$ cat src/rtl/vga_scanout.sv
// vga_scanout: 640x480@60 VGA scanout of a 320x240 2bpp frame memory, pixel-doubled and palette-mapped.
// Build option VGA_TESTPATTERN_EN adds a tp_sel input that replaces memory codes with 4 vertical colour bars.
module vga_scanout #(
  parameter int unsigned N        = 32,
  parameter logic [23:0] PAL0     = 24'h000000,
  parameter logic [23:0] PAL1     = 24'hFF0000,
  parameter logic [23:0] PAL2     = 24'h00FF00,
  parameter logic [23:0] PAL3     = 24'hFFFFFF,
  parameter int unsigned H_ACTIVE = 640,
  parameter int unsigned H_FP     = 16,
  parameter int unsigned H_SYNC   = 96,
  parameter int unsigned H_BP     = 48,
  parameter int unsigned V_ACTIVE = 480,
  parameter int unsigned V_FP     = 10,
  parameter int unsigned V_SYNC   = 2,
  parameter int unsigned V_BP     = 33
) (
  input  logic         clk,
  input  logic         rst_n,
`ifdef VGA_TESTPATTERN_EN
  input  logic         tp_sel,
`endif
  output logic         mem_enable,
  output logic [N-1:0] mem_address,
  input  logic [N-1:0] mem_data,
  output logic         vga_clk,
  output logic         vga_hs,
  output logic         vga_vs,
  output logic         vga_blank_n,
  output logic [7:0]   vga_r,
  output logic [7:0]   vga_g,
  output logic [7:0]   vga_b,
  output logic         frame_start
);

  localparam int unsigned H_TOTAL  = H_ACTIVE + H_FP + H_SYNC + H_BP;
  localparam int unsigned V_TOTAL  = V_ACTIVE + V_FP + V_SYNC + V_BP;
  localparam int unsigned HW       = $clog2(H_TOTAL);
  localparam int unsigned VW       = $clog2(V_TOTAL);
  localparam int unsigned HS_START = H_ACTIVE + H_FP;
  localparam int unsigned HS_END   = HS_START + H_SYNC;
  localparam int unsigned VS_START = V_ACTIVE + V_FP;
  localparam int unsigned VS_END   = VS_START + V_SYNC;
  localparam int unsigned AW       = 16;

  logic          pix_tick;
  logic [HW-1:0] h_cnt;
  logic [VW-1:0] v_cnt;
  logic          armed;
  logic          h_wrap;
  logic          v_wrap;

  logic [HW-1:0] h_src;
  logic [VW-1:0] v_src;
  logic          active_c;
  logic          hs_n_c;
  logic          vs_n_c;

  logic          hs_s1;
  logic          vs_s1;
  logic          active_s1;
`ifdef VGA_TESTPATTERN_EN
  logic [1:0]    tp_bar_s1;
`endif

  logic [1:0]    idx_c;
  logic [23:0]   rgb_c;
  logic          unused_mem_bits;

  assign h_wrap  = (h_cnt == HW'(H_TOTAL - 1));
  assign v_wrap  = (v_cnt == VW'(V_TOTAL - 1));
  assign vga_clk = pix_tick;

  // Only the low two bits of a read word carry the pixel code.
  assign unused_mem_bits = ^mem_data[N-1:2];

  function automatic logic [23:0] palette(input logic [1:0] code);
    logic [23:0] col;
    col = PAL0;
    case (code)
      2'd0: col = PAL0;
      2'd1: col = PAL1;
      2'd2: col = PAL2;
      2'd3: col = PAL3;
      default: col = PAL0;
    endcase
    return col;
  endfunction

  // Pixel tick and raster counters; counters move only on tick edges.
  always_ff @(posedge clk or negedge rst_n) begin
    if (!rst_n) begin
      pix_tick <= 1'b0;
      h_cnt    <= '0;
      v_cnt    <= '0;
    end else begin
      pix_tick <= ~pix_tick;
      if (pix_tick) begin
        h_cnt <= h_wrap ? '0 : h_cnt + HW'(1);
        if (h_wrap) begin
          v_cnt <= v_wrap ? '0 : v_cnt + VW'(1);
        end
      end
    end
  end

  // The frame that starts at reset release is announced on the first tick;
  // later frames are announced on the tick that wraps the counters to 0,0.
  always_ff @(posedge clk or negedge rst_n) begin
    if (!rst_n) begin
      armed       <= 1'b1;
      frame_start <= 1'b0;
      mem_enable  <= 1'b0;
    end else begin
      mem_enable  <= 1'b0;
      frame_start <= pix_tick & (armed | (h_wrap & v_wrap));
      if (pix_tick) begin
        armed <= 1'b0;
      end
    end
  end

  // Timing decode and clamped source coordinates from the live counters.
  always_comb begin
    h_src    = h_cnt;
    v_src    = v_cnt;
    active_c = 1'b0;
    hs_n_c   = 1'b1;
    vs_n_c   = 1'b1;
    if (h_cnt >= HW'(H_ACTIVE)) begin
      h_src = HW'(H_ACTIVE - 1);
    end
    if (v_cnt >= VW'(V_ACTIVE)) begin
      v_src = VW'(V_ACTIVE - 1);
    end
    active_c = (h_cnt < HW'(H_ACTIVE)) && (v_cnt < VW'(V_ACTIVE));
    hs_n_c   = !((h_cnt >= HW'(HS_START)) && (h_cnt < HW'(HS_END)));
    vs_n_c   = !((v_cnt >= VW'(VS_START)) && (v_cnt < VW'(VS_END)));
  end

  // Stage 1: issue the memory read and carry the decoded timing alongside it.
  always_ff @(posedge clk or negedge rst_n) begin
    if (!rst_n) begin
      mem_address <= '0;
      hs_s1       <= 1'b1;
      vs_s1       <= 1'b1;
      active_s1   <= 1'b0;
`ifdef VGA_TESTPATTERN_EN
      tp_bar_s1   <= 2'd0;
`endif
    end else if (pix_tick) begin
      mem_address <= N'({AW'(v_src >> 1), AW'(h_src >> 1)});
      hs_s1       <= hs_n_c;
      vs_s1       <= vs_n_c;
      active_s1   <= active_c;
`ifdef VGA_TESTPATTERN_EN
      tp_bar_s1   <= h_cnt[7:6];
`endif
    end
  end

  // Colour index: memory code, or the bar index when the test pattern is selected.
  always_comb begin
    idx_c = mem_data[1:0];
`ifdef VGA_TESTPATTERN_EN
    if (tp_sel) begin
      idx_c = tp_bar_s1;
    end
`endif
    rgb_c = active_s1 ? palette(idx_c) : 24'h000000;
  end

  // Stage 2: read data has landed mid-period; drive sync and colour together.
  always_ff @(posedge clk or negedge rst_n) begin
    if (!rst_n) begin
      vga_hs      <= 1'b1;
      vga_vs      <= 1'b1;
      vga_blank_n <= 1'b0;
      vga_r       <= 8'h00;
      vga_g       <= 8'h00;
      vga_b       <= 8'h00;
    end else if (pix_tick) begin
      vga_hs      <= hs_s1;
      vga_vs      <= vs_s1;
      vga_blank_n <= active_s1;
      vga_r       <= rgb_c[23:16];
      vga_g       <= rgb_c[15:8];
      vga_b       <= rgb_c[7:0];
    end
  end

endmodule

$ cat config.mk
export PLATFORM = sky130hd
export DESIGN_NAME = vga_scanout
export DESIGN_NICKNAME = d
export VERILOG_FILES = /design/src/rtl/vga_scanout.sv
export SDC_FILE = /design/constraint.sdc
export NUM_CORES = 1
export LEC_CHECK = 0
export CAP_MARGIN = 10
export CORE_ASPECT_RATIO = 0.9
export CORE_UTILIZATION = 47
export DETAILED_ROUTE_END_ITERATION = 8
export PLACE_DENSITY = 0.92
export SLEW_MARGIN = 5
export SYNTH_ARGS = -nofsm -noshare
export SYNTH_HDL_FRONTEND = slang
export SYNTH_SLANG_ARGS = --single-unit
$ cat constraint.sdc
create_clock -name clk -period 4.81 [get_ports clk]
set_input_delay 0.962 -clock clk [delete_from_list [all_inputs] [get_ports clk]]
set_output_delay 0.962 -clock clk [all_outputs]
set_load 0.02 [all_outputs]
==> results.py, run 1 <==
metrics = {
    "outcome": {
        "status": "finished clean",
    },
    "die": {
        "rows": 24,
        "dieHeight_um": 71.45,
        "ios": 96,
        "core_area_mm2": 0.004985,
        "die_w_um": 79.17,
        "die_area_mm2": 0.005656,
        "start_util_pct": 50.53,
    },
    "worst_setup_path": {
        "crit_buf_inv": 1,
        "crit_path_cell_trace": "clkdlybuf4s50_1",
        "required_ps": 3850,
        "cp_num_cells": 1,
        "arrival_ps": 1450,
        "start_kind": "register",
        "critical_path.max_stage_delay_ps": 670,
        "ff2ff_path_depth": 5,
        "crit_fanout": 9,
        "critPathTopFamily": "buffers and inverters",
        "end_kind": "output pin",
        "worstSetupPathType": "reg -> out",
        "crit_slowest_cell": "clkdlybuf4s50_1",
    },
    "logic_synthesis": {
        "synth.avg_cell_area_um2": 10.36,
        "ys_types": 43,
        "synth_area_leaders": "dfrtp_1 (45%), buf_4 (11%), dfstp_2 (5.2%), o22a_1 (3.5%), nor2_1 (2.8%)",
        "seq_area_frac_synth_pct": 49.93,
        "synth_area_leader_cell": "dfrtp_1",
        "synthDominantCellAreaShare_pct": 44.71,
        "synthCells": 243,
        "synth_area_mm2": 0.002519,
        "ys_seq_elements": 50,
        "synth_edf_count": 0,
        "ys.flop_type": "dfrtp_1",
        "ys_warn_count": 0,
        "async_flop_share_pct": 100.0,
    },
    "power": {
        "cellPowerDensity_mw_per_mm2": 245.3,
        "p_leak_nw": 1.251,
        "peakVddDrop_uv": 190.5,
    },
    "routing": {
        "wl_per_cell_um": 13.87,
        "firstDrtPassIters": 4,
        "wirelength_um": 4660,
        "antenna_left": 0,
        "drc_errors": 0,
        "drt_iter0_drc": 138,
        "vias": 1771,
        "viasPerCell": 5.271,
    },
    "layout": {
        "antennaDiodeCount": 0,
        "layout_commonest_cell": "clkdlybuf4s50_1",
        "num-fill-cells": 432,
        "fin_area_mm2": 0.002920,
        "syn_to_final_growth_pct": 15.95,
        "seq_area_mm2": 0.001257,
        "most-common-layout-cells": "clkdlybuf4s50_1 (49), dfrtp_1 (45), nor2_1 (19)",
        "nets": 308,
        "post_route_cells_drive_above_1_share_pct": 6.642,
        "multiInputGateArea_um2": 949.7,
    },
    "timing": {
        "setup_viol": 0,
        "period_needed_ps": 2415,
        "hold_viol": 0,
        "fin_tns_setup_ps": 0,
        "slew_headroom_pct": 27.46,
        "timing.fmax_mhz": 414.0,
        "fin_crit_sh_pct": 50.21,
        "slew_viol_final": 0,
        "fin_skew_ps": 3.237,
        "worst_pin_slew_ps": 1088,
        "rsz0062_at_grt": "no",
        "fin_ws_ps": 2395,
    },
    "cts": {
        "cts_sinks": 50,
        "cts_root_buf": "clkbuf_8",
        "cts_buffers": 5,
        "htree_levels": 2,
        "path_clk_slew_ps": 80,
        "ctsHoldBuffers": 0,
        "cts_setup_buffers": 0,
        "clock_latency_ps": 300,
        "cts_resized": 0,
        "cts_max_path_buffers": 2,
        "cts_tree": "yes",
    },
    "grt": {
        "grt_max_degree": 51,
        "antenna_found_initial": 0,
        "grt_pass1_wl_um": 7797,
        "overflow": 0,
        "grt_use_total_pct": 18.14,
        "grt_pass1_vias": 1622,
    },
    "placement": {
        "place.gp.congestion": 0.7787,
        "preCtsSetupSlack_ps": 2536,
        "dpl_cell_area_mm2": 0.002840,
        "dp_hpwl_um": 3204,
        "portBuffers": 50,
    },
    "hold_path": {
        "min_path_cells": 2,
        "min_path_type": "reg -> reg",
    },
    "run": {
        "maxCapViolCount": 0,
    },
}
[cells by family after synthesis]
family,count (synthesis),share of synthesized area (%)
flops,50,49.93
compound gates,40,10.93
buf+inv,58,14.46
xor+xnor,8,2.782
simple gates,74,16.34
other cells,1,0.1489
mux,8,3.428
fa+ha+maj,4,1.987
[metal layers]
| layer | global-route usage (%) | part of all wire (%) | vias up |
|---|---|---|---|
| li1 | - | - | 840 |
| met1 | 23.04 | 45 | 870 |
| met2 | 29.98 | 49 | 54 |
| met3 | 5.350 | 4.7 | 7 |
| met4 | 5.657 | 1.3 | 0 |
| met5 | 0 | 0 | - |
[worst paths after layout]
kind | start | to | slack [ps]
max | vga_g[6] | vga_g[1] | 2390
min | hs_s1 | hs_s1 | 490
max reg2reg | vga_clk | v_cnt[4] | 2510
min reg2reg | hs_s1 | hs_s1 | 490
max in group asynchronous | rst_n | mem_address[19] | 3290
min in group asynchronous | rst_n | vga_g[6] | 860
[Yosys cell counts (2+ instances only)]
cell and n:
and3_1 4, nor4_1 4, o21ai_1 2, nand4_1 7, dfrtp_1 45, mux2_2 4
and2_1 2, a21oi_1 7, nor2_1 19, a21boi_0 2, xor2_1 2, nand3b_1 2
nor2b_1 3, o2bb2ai_1 2, buf_4 37, xnor2_1 6, and4_1 2, inv_1 13
buf_1 2, clkbuf_1 5, nor3_1 3, dfstp_2 5, mux2i_1 3, o22a_1 10
nand3_1 8, o21a_1 2, o21ai_0 9, nand2_1 15, ha_1 4
[stage by stage]
| stage | std cells | hold WS, ps | total power, mW | util [%] |
|---|---|---|---|---|
| 2_1_floorplan | 257 | 464.9 | 0.4795 | - |
| 3_3_place_gp | 328 | 474.0 | 0.4875 | 56.98 |
| 3_5_place_dp | 328 | 480.5 | 0.4887 | 56.98 |
| 4_1_cts | 336 | 493.5 | 0.7267 | 58.58 |
| 5_1_grt | 336 | 510.6 | 0.7435 | 58.58 |
| 6_report | 336 | 491.8 | 0.7162 | 58.58 |
[where the power goes]
part           internal [mW]  switching (mW)  leakage [nW]
Sequential             0.421         0.00264         0.637
Combinational         0.0192          0.0364         0.575
Clock                  0.104           0.133        0.0395
Total                  0.544           0.172          1.25
[area by class of cell]
class	count	area share, %
timing repair buffer	51	17.22
sequential	50	43.06
inverter	13	1.671
tap	65	2.785
multi-input combinational	149	32.52
clock buffer	8	2.742
[registers in the layout (all words and copies together), names as in the netlist]
register / flops
v_cnt: 10
armed: 1
vga_hs: 1
vga_clk: 1
vga_g: 1
hs_s1: 1
mem_address: 18
vga_b: 1
h_cnt: 10
vga_blank_n: 1
active_s1: 1
vga_vs: 1
frame_start: 1
vs_s1: 1
vga_r: 1
Note: power is estimated with default switching activity, not from simulation.
==> run 2, diff against run 1 <==
--- a/config.mk
+++ b/config.mk
@@ -7,9 +7,9 @@
 export LEC_CHECK = 0
 export CAP_MARGIN = 10
 export CORE_ASPECT_RATIO = 0.9
-export CORE_UTILIZATION = 47
+export CORE_UTILIZATION = 40
 export DETAILED_ROUTE_END_ITERATION = 8
-export PLACE_DENSITY = 0.92
+export PLACE_DENSITY = 0.84
 export SLEW_MARGIN = 5
 export SYNTH_ARGS = -nofsm -noshare
 export SYNTH_HDL_FRONTEND = slang
==> constraint.sdc (replaced) <==
create_clock -name clk -period 2.2 [get_ports clk]
set_input_delay 0.44 -clock clk [delete_from_list [all_inputs] [get_ports clk]]
set_output_delay 0.44 -clock clk [all_outputs]
set_load 0.02 [all_outputs]
==> run 2 against run 1 <==
Sequential power grew 120%. Flip-flop and latch count is the same. Register-to-register slack lost 2300 ps. Combinational power grew 120%. Global-route usage shrank 3.4 points. Clock skew grew 4.0 ps. Worst setup slack lost 2200 ps. Cell count grew 7.7%. Final area grew 2.4%. Routed wire length shrank 2.7%. Count of clock-buffer cells in the layout shrank 1. Highest routed layer unchanged.
==> results.py, run 2 (same netlist as run 1, synthesis figures left out) <==
metrics = {
    "outcome": {
        "status": "finished clean",
    },
    "layout": {
        "nets": 312,
        "most-common-layout-cells": "clkdlybuf4s50_1 (49), dfrtp_1 (45), nor2_1 (19)",
        "layout_commonest_cell": "clkdlybuf4s50_1",
        "fin_cells": 362,
        "largest_register": "mem_address",
        "syn_to_final_growth_pct": 18.68,
        "reg.largest.list": "mem_address: 18 flops, h_cnt: 10 flops, v_cnt: 10 flops",
        "post_route_cells_drive_above_1_share_pct": 8.727,
        "antennaDiodeCount": 0,
        "largest_reg_flops": 18,
        "fin_area_mm2": 0.002989,
    },
    "routing": {
        "firstDrtPassIters": 4,
        "drt_iter0_drc": 56,
        "wl_per_cell_um": 12.53,
        "vias": 1741,
        "viasPerCell": 4.809,
        "wirelength_um": 4536,
        "drc_errors": 0,
        "antenna_left": 0,
    },
    "grt": {
        "grt_pass1_vias": 1612,
        "grt_use_total_pct": 14.70,
        "grt_max_degree": 28,
        "grt_pass1_wl_um": 7514,
        "antenna_found_initial": 0,
        "overflow": 0,
    },
    "cts": {
        "cts_max_path_buffers": 2,
        "ctsHoldBuffers": 0,
        "path_clk_slew_ps": 90,
        "clock_latency_ps": 310,
        "cts_tree": "yes",
        "cts_sinks": 50,
        "htree_levels": 2,
        "cts_root_buf": "clkbuf_8",
        "cts_resized": 0,
        "cts_buffers": 5,
        "cts_setup_buffers": 0,
    },
    "power": {
        "switching_share_pct": 23.64,
        "power.internal_mw": 1.220,
        "p_leak_nw": 1.279,
        "cellPowerDensity_mw_per_mm2": 534.3,
        "comb_power_share_pct": 7.7,
        "clockPowerShare_pct": 34.2,
        "p_sw_mw": 0.3775,
        "sequentialPowerShare_pct": 58.1,
        "peakVddDrop_uv": 222.8,
    },
    "placement": {
        "preCtsSetupSlack_ps": 279.6,
        "place.gp.congestion": 0.8282,
        "dp_cells": 354,
        "dpl_cell_area_mm2": 0.002898,
        "dp_hpwl_um": 3274,
        "portBuffers": 50,
    },
    "die": {
        "die_area_mm2": 0.006619,
        "core_area_mm2": 0.006115,
        "die_w_um": 85.65,
        "rows": 27,
        "ios": 96,
        "dieHeight_um": 77.28,
        "start_util_pct": 41.19,
    },
    "worst_setup_path": {
        "arrival_ps": 2230,
        "worstSetupPathType": "reg -> reg",
        "start_kind": "register",
        "crit_fanout": 5,
        "end_kind": "register",
        "required_ps": 2400,
    },
    "timing": {
        "rsz0062_at_grt": "no",
        "timing.fmax_mhz": 494.3,
        "slew_headroom_pct": 58.85,
        "whs_ps": 100.0,
        "period_needed_ps": 2023,
        "fin_tns_setup_ps": 0,
        "slew_viol_final": 0,
        "fin_skew_ps": 7.268,
        "setup_viol": 0,
        "worst_pin_slew_ps": 611.7,
        "hold_viol": 0,
        "fin_ws_ps": 177.0,
        "fin_crit_sh_pct": 91.96,
    },
    "run": {
        "maxCapViolCount": 0,
    },
    "hold_path": {
        "min_path_type": "in -> async",
    },
}
[run 2: cell types whose count changed in the layout (fill, tap and decap cells not counted), sizes merged]
cell / previous run / this run
clkinv: 0 / 1
clkbuf: 8 / 7
buf: 2 / 6
[run 2: cell type report]
cell class / instances / area (um^2)
Clock inverter: 1 / 5.005
Timing Repair Buffer: 55 / 533.0
Inverter: 13 / 48.80
Clock buffer: 7 / 86.33
Sequential cell: 50 / 1257
Fill cell: 578 / 3126
Multi-Input combinational cell: 149 / 949.7
Tap cell: 87 / 108.9
[run 2: stage by stage]
stage	util [%]	power, mW
floorplan	-	1.048
global placement	47.39	1.068
detailed placement	47.39	1.071
CTS	48.88	1.617
global route	48.88	1.656
finish	48.88	1.597
[run 2: layer usage]
metal,routed length [um],up-vias,track usage [%]
li1,-,843,-
met1,2065,840,17.98
met2,2171,48,24.48
met3,200,10,3.337
met4,99,0,7.000
met5,0,-,0
[run 2: final timing paths]
| check | startpoint | to | slack, ps | cells after the start |
|---|---|---|---|---|
| max | v_cnt[1] | v_cnt[9] | 180 | 6 |
| min | rst_n | mem_address[0] | 100 | 1 |
| max reg2reg | v_cnt[1] | v_cnt[9] | 180 | 6 |
| min reg2reg | armed | armed | 490 | 1 |
| max in group asynchronous | rst_n | armed | 1450 | 2 |
| min in group clk | armed | armed | 490 | 1 |
[run 2: worst max-delay path, stage by stage, from the launching register on]
cell and delay (ps):
dfrtp_1 430, inv_1 130, ha_1 170, nor4bb_1 390, nand4_1 310, and2_1 250, a32o_1 240
[run 2: power groups by stage]
stage	combinational, mW	clock, mW	sequential, mW
floorplan	0.100	0	0.948
global placement	0.124	0	0.945
detailed placement	0.125	0	0.945
CTS	0.125	0.564	0.928
global route	0.132	0.595	0.929
finish	0.123	0.547	0.927
